===== src/rtl/uart_imem_loader.sv =====
// UART-to-instruction-memory boot loader: packs bytes little-endian into words, stops on END_WORDS all-ones words.
// Optional byte timeout enabled by defining LOADER_TIMEOUT_EN; default build holds partial words indefinitely.
module uart_imem_loader #(
  parameter int WORD_BYTES     = 4,
  parameter int ADDR_W         = 5,
  parameter int DEPTH          = 32,
  parameter int END_WORDS      = 2,
  parameter int TIMEOUT_CYCLES = 1048576
) (
  input  logic                    clk,
  input  logic                    resetn,
  input  logic                    load_en,
  input  logic                    uart_rx_valid,
  input  logic [7:0]              uart_rx_data,
  input  logic                    uart_rx_break,
  output logic                    mem_we,
  output logic [ADDR_W-1:0]       mem_addr,
  output logic [8*WORD_BYTES-1:0] mem_wdata,
  output logic [ADDR_W:0]         word_count,
  output logic                    write_done,
  output logic                    overflow,
  output logic                    timeout_pulse
);

  localparam int W   = 8 * WORD_BYTES;
  localparam int BCW = (WORD_BYTES > 1) ? $clog2(WORD_BYTES) : 1;
  localparam logic [BCW-1:0]    LAST_BYTE = BCW'(WORD_BYTES - 1);
  localparam logic [ADDR_W-1:0] LAST_ADDR = ADDR_W'(DEPTH - 1);
  localparam logic [ADDR_W:0]   DEPTH_W   = (ADDR_W + 1)'(DEPTH);
  localparam logic [2:0]        END_W     = 3'(END_WORDS);

  if (WORD_BYTES < 1 || WORD_BYTES > 8 || END_WORDS < 1 || END_WORDS > 4 ||
      DEPTH < 1 || DEPTH > (1 << ADDR_W) || TIMEOUT_CYCLES < 1) begin : g_bad_params
    $error("uart_imem_loader: parameter out of range");
  end

  typedef enum logic [2:0] {
    S_IDLE,
    S_ASSEMBLE,
    S_WRITE,
    S_DONE,
    S_ERR
  } state_t;

  state_t         state;
  logic           valid_q;
  logic           valid_qq;
  logic           break_q;
  logic [7:0]     data_q;
  logic [BCW-1:0] byte_cnt;
  logic [W-1:0]   asm_word;
  logic [W-1:0]   asm_next;
  logic [2:0]     sent_cnt;
  logic [2:0]     sent_next;
  logic           rise;
  logic           accept;
  logic           last_byte;
  logic           tmo_fire;

  // All UART inputs pass through one register stage together, so a break
  // raised alongside a new byte is seen in the same cycle as its edge.
  assign rise      = valid_q & ~valid_qq;
  assign accept    = rise & ~break_q & load_en &
                     ((state == S_ASSEMBLE) || (state == S_WRITE));
  assign last_byte = (byte_cnt == LAST_BYTE);

  always_comb begin
    asm_next = asm_word;
    for (int k = 0; k < WORD_BYTES; k++) begin
      if (byte_cnt == BCW'(k)) begin
        asm_next[8*k +: 8] = data_q;
      end
    end
  end

  always_comb begin
    sent_next = (&mem_wdata) ? (sent_cnt + 3'd1) : 3'd0;
  end

`ifdef LOADER_TIMEOUT_EN
  localparam int TW = (TIMEOUT_CYCLES > 1) ? $clog2(TIMEOUT_CYCLES) : 1;
  localparam logic [TW-1:0] TMO_LAST = TW'(TIMEOUT_CYCLES - 1);

  logic [TW-1:0] idle_cnt;

  assign tmo_fire = load_en && (state == S_ASSEMBLE) && (byte_cnt != '0) &&
                    !accept && !break_q && (idle_cnt == TMO_LAST);

  always_ff @(posedge clk or negedge resetn) begin
    if (!resetn) begin
      idle_cnt      <= '0;
      timeout_pulse <= 1'b0;
    end else begin
      timeout_pulse <= tmo_fire;
      if (!load_en || (state != S_ASSEMBLE) || (byte_cnt == '0) ||
          accept || break_q || tmo_fire) begin
        idle_cnt <= '0;
      end else begin
        idle_cnt <= idle_cnt + 1'b1;
      end
    end
  end
`else
  assign tmo_fire      = 1'b0;
  assign timeout_pulse = 1'b0;
`endif

  always_ff @(posedge clk or negedge resetn) begin
    if (!resetn) begin
      state      <= S_IDLE;
      valid_q    <= 1'b0;
      valid_qq   <= 1'b0;
      break_q    <= 1'b0;
      data_q     <= 8'h00;
      byte_cnt   <= '0;
      asm_word   <= '0;
      sent_cnt   <= 3'd0;
      mem_we     <= 1'b0;
      mem_addr   <= '0;
      mem_wdata  <= '0;
      word_count <= '0;
      write_done <= 1'b0;
      overflow   <= 1'b0;
    end else begin
      valid_q  <= uart_rx_valid;
      valid_qq <= valid_q;
      break_q  <= uart_rx_break;
      data_q   <= uart_rx_data;
      mem_we   <= 1'b0;

      if (!load_en) begin
        state      <= S_IDLE;
        byte_cnt   <= '0;
        sent_cnt   <= 3'd0;
        mem_addr   <= '0;
        word_count <= '0;
        write_done <= 1'b0;
        overflow   <= 1'b0;
      end else begin
        case (state)
          S_IDLE: begin
            state <= S_ASSEMBLE;
          end

          S_ASSEMBLE: begin
            if (break_q) begin
              byte_cnt <= '0;
            end else if (accept) begin
              asm_word <= asm_next;
              if (last_byte) begin
                byte_cnt  <= '0;
                mem_wdata <= asm_next;
                mem_we    <= 1'b1;
                state     <= S_WRITE;
              end else begin
                byte_cnt <= byte_cnt + 1'b1;
              end
            end else if (tmo_fire) begin
              byte_cnt <= '0;
            end
          end

          S_WRITE: begin
            mem_addr <= mem_addr + 1'b1;
            if (word_count < DEPTH_W) begin
              word_count <= word_count + 1'b1;
            end
            sent_cnt <= sent_next;
            if (sent_next == END_W) begin
              state      <= S_DONE;
              write_done <= 1'b1;
            end else if (mem_addr == LAST_ADDR) begin
              state    <= S_ERR;
              overflow <= 1'b1;
            end else if (accept) begin
              // byte_cnt is zero here, so this byte opens the next word
              asm_word <= asm_next;
              if (last_byte) begin
                mem_wdata <= asm_next;
                mem_we    <= 1'b1;
                state     <= S_WRITE;
              end else begin
                byte_cnt <= byte_cnt + 1'b1;
                state    <= S_ASSEMBLE;
              end
            end else begin
              state <= S_ASSEMBLE;
            end
          end

          default: begin
            // DONE and ERR hold until load_en drops or reset
          end
        endcase
      end
    end
  end

endmodule


===== config.mk =====
export PLATFORM = sky130hd
export DESIGN_NAME = uart_imem_loader
export DESIGN_NICKNAME = d
export VERILOG_FILES = /design/src/rtl/uart_imem_loader.sv
export SDC_FILE = /design/constraint.sdc
export NUM_CORES = 1
export LEC_CHECK = 0
export ABC_AREA = 1
export BUFFER_PORTS_ARGS = -buffer_cell sky130_fd_sc_hd__buf_2
export CAP_MARGIN = 20
export CELL_PAD_IN_SITES_DETAIL_PLACEMENT = 1
export CELL_PAD_IN_SITES_GLOBAL_PLACEMENT = 1
export CORE_ASPECT_RATIO = 0.7
export CORE_MARGIN = 5
export CORE_UTILIZATION = 45
export CTS_BUF_LIST = sky130_fd_sc_hd__clkbuf_4
export CTS_CLUSTER_DIAMETER = 80
export DETAILED_ROUTE_END_ITERATION = 16
export GPL_TIMING_DRIVEN = 1
export PLACE_DENSITY_LB_ADDON = 0.1
export SLEW_MARGIN = 20
export SYNTH_ARGS = -nofsm -noshare
export SYNTH_HDL_FRONTEND = slang
export SYNTH_SLANG_ARGS = --single-unit

===== constraint.sdc =====
create_clock -name clk -period 2.2 [get_ports clk]
set_input_delay 0.22 -clock clk [delete_from_list [all_inputs] [get_ports clk]]
set_output_delay 0.22 -clock clk [all_outputs]
set_load 0.005 [all_outputs]

==> qor.yml <==
combPwrFrac_pct: 17.5
whs_endpoint: "overflow"
pin_count: 60
layoutNonFillerInstCount: 735
dp_hpwl_mm: 8.830
path_clk_slew_ps: 160
switching_share_pct: 29.94
io_buffers: 58
ir_drop_mv: 0.3032
cts-htree-levels: 3
start_kind: "register"
crit_type: "register to register"
hp-start: "load_en"
cts_inserted_buffers: 9
p_total_mw: 3.607
die_x_um: 129.6
rr_endpoint: "mem_wdata[25]"
first_global_vias: 3980
status: "finished, final reports clean"
synth_edf_count: 0
viasPerCell: 5.161
fin_crit_ps: 2063
yosysSeqAreaShare_pct: 53.83
utilization_pct: 54.50
worstRegToRegCells: 12
placed_cell_area_um2: 5012
fin_tns_setup_ps: 0
detailedPlace.worstSlack_ps: 55.22
cts_sinks: 97
required_ps: 2610
clk_latency_ps: 470
slew_violations: 0
route.vias.total: 3793
syn2layout_area_growth_pct: 17.51
grtUsageTotal_pct: 21.58
die_h_um: 93.75
root_buffer: "clkbuf_4"
rr_startpoint: "mem_addr[0]"
cap_viol_max_count: 0
finalHoldViolCount: 0
stdcell_area_um2: 5299
syn-num-nets: 548
max_freq_mhz: 484.6
numPlacedInstances: 708
drc: 0
ant_nets: 0
nNetsFinal: 623
crit_path_end_kind: "register"
die_area_um2: 12150
place_congestion: 0.7800
crit_fanout: 32
wl_per_cell_um: 16.69
synth_flop_cell: "dfrtp_1"
drive_gt1_share_pct: 20.76
p_seq_share_pct: 55.0
antenna_found_initial: 0
ys_ff_latch: 97
fill_cells: 1190
p_int_mw: 2.527
avgSynthCellArea_um2: 8.557
fin_crit_sh_pct: 93.79
hold_slack_ps: 141.8
setup_viol_count_final: 0
setup_ws_ps: 136.5
fp.coreArea_um2: 9722
grt_first_pass_wirelength_mm: 20.33
pwr-share-clk_pct: 27.5
start_util_pct: 46.38
grt_overflow: 0
firstDrtPassIters: 4
synth_cell_type_count: 32
syn_area_um2: 4509
arrival_ps: 2470
rsz0062_at_grt: "false"
switchingPower_mw: 1.080
dr.first_iter.drc_count: 182
ys_warn_count: 0
clockBufferDepth: 2
diodes: 0
ff2ff_setup_slack_ps: 140
num_rows: 30
p_per_area_nw_per_um2: 680.6
hold_depth: 4
grt_start_max_net_pins: 45
async_flop_share_pct: 100.0
finalClockSkew_ps: 19.07
routed_wl_mm: 12.27
power_leakage_nw: 2.862
hold_class: "primary input to register"
cts_tree: "yes"
syn-instance-count: 527
area by class of cell:
| cell class | instances | area (um2) | share of cell area (%) |
|---|---|---|---|
| clock buffers | 10 | 75.07 | 1.417 |
| clock inverters | 6 | 66.31 | 1.251 |
| inverters | 32 | 120.1 | 2.267 |
| multi-input cells | 379 | 1884 | 35.56 |
| flip-flops and latches | 97 | 2427 | 45.81 |
| well taps | 128 | 160.2 | 3.022 |
| repair buffers | 83 | 565.5 | 10.67 |
how the worst max path moves through the flow:
stage | start | to | slack [ps] | cells after the start
2_1_floorplan | mem_addr[0] | mem_wdata[11] | 480 | 11
3_3_place_gp | mem_wdata[9] | mem_wdata[23] | 120 | 11
3_5_place_dp | mem_wdata[9] | mem_wdata[25] | 60 | 11
4_1_cts | mem_wdata[9] | mem_wdata[25] | 50 | 11
5_1_grt | mem_addr[0] | mem_wdata[25] | 10 | 12
6_report | mem_addr[0] | mem_wdata[25] | 140 | 12
what timing repair did:
action / in CTS / in global routing
buffers inserted: 0 / 0
endpoints found under the hold margin: 45 / 0
resized for setup: 1 / 8
pin swaps: 0 / 0
endpoints found under the setup margin: 1 / 64
hold buffers: 11 / 0
cell usage after synthesis (6+ instances only):
cell type	n	share of area [%]
o21ai_0	11	1.2
buf_4	7	1.2
nand3_1	13	1.4
a21oi_1	9	1.0
ha_1	8	2.2
nand2_1	260	22
buf_2	6	0.67
nand4_1	6	0.83
inv_1	30	2.5
mux2_2	24	6.0
dfrtp_1	97	54
nor2_1	24	2.0
power by group through the flow:
stage | clock network [mW] | registers (mW) | logic [mW]
6_report | 0.993 | 1.98 | 0.631
5_1_grt | 1.12 | 2.00 | 0.705
4_1_cts | 1.03 | 1.98 | 0.638
3_5_place_dp | 0 | 2.02 | 0.620
3_3_place_gp | 0 | 2.01 | 0.580
2_1_floorplan | 0 | 1.99 | 0.435
placed cells by master, fill, tap and decap left out, types with 2 or more instances in the layout:
cell type	Yosys	layout
a22o_1	3	3
buf_4	7	10
clkbuf_4	0	10
nand3_1	13	11
nand3_2	2	4
dlygate4sd3_1	0	11
nand4_2	2	2
mux2_2	24	24
inv_6	0	2
nand2_1	260	260
buf_2	6	57
inv_1	30	30
o21ai_0	11	11
clkinv_1	1	2
nor2_4	2	4
dfrtp_1	97	97
a21oi_1	9	9
ha_1	8	7
nand4_1	6	6
clkinvlp_4	0	2
o22ai_1	3	3
buf_12	0	4
nor2_1	24	22
nor3_1	2	2
per-layer routing:
layer	GRT usage [%]	part of all wire (%)	vias to the layer above
met2	33.70	46	75
met3	4.545	5.2	10
li1	-	-	1805
met1	30.95	48	1903
met4	4.931	0.91	0
met5	0	0	-
critical path, stage by stage, from the launching register on:
cell	delay [ps]
dfrtp_1	450
ha_1	210
inv_1	60
nor2_1	50
ha_2	210
inv_1	90
nor2_1	60
inv_1	220
nand3_4	140
nor2_4	130
buf_12	200
nand2_1	100
nand2_1	70
sequential cells by signal, summed over array words and instances, names as in the netlist, 2 cells and up:
register,count
asm_word,32
mem_wdata,32
state,3
word_count,6
mem_addr,5
data_q,8
byte_cnt,2
sent_cnt,3
cell families (layout without fill, tap and decap cells):
family	after synthesis	after routing	synth area share (%)
buf+inv	51	131	4.994
flops	97	97	53.83
other cells	1	1	0.08316
compound gates	31	31	4.051
xor+xnor	1	1	0.1943
mux	24	24	5.993
fa+ha+maj	8	8	2.220
simple gates	314	314	28.64
Note: power is estimated with default switching activity, not from simulation.
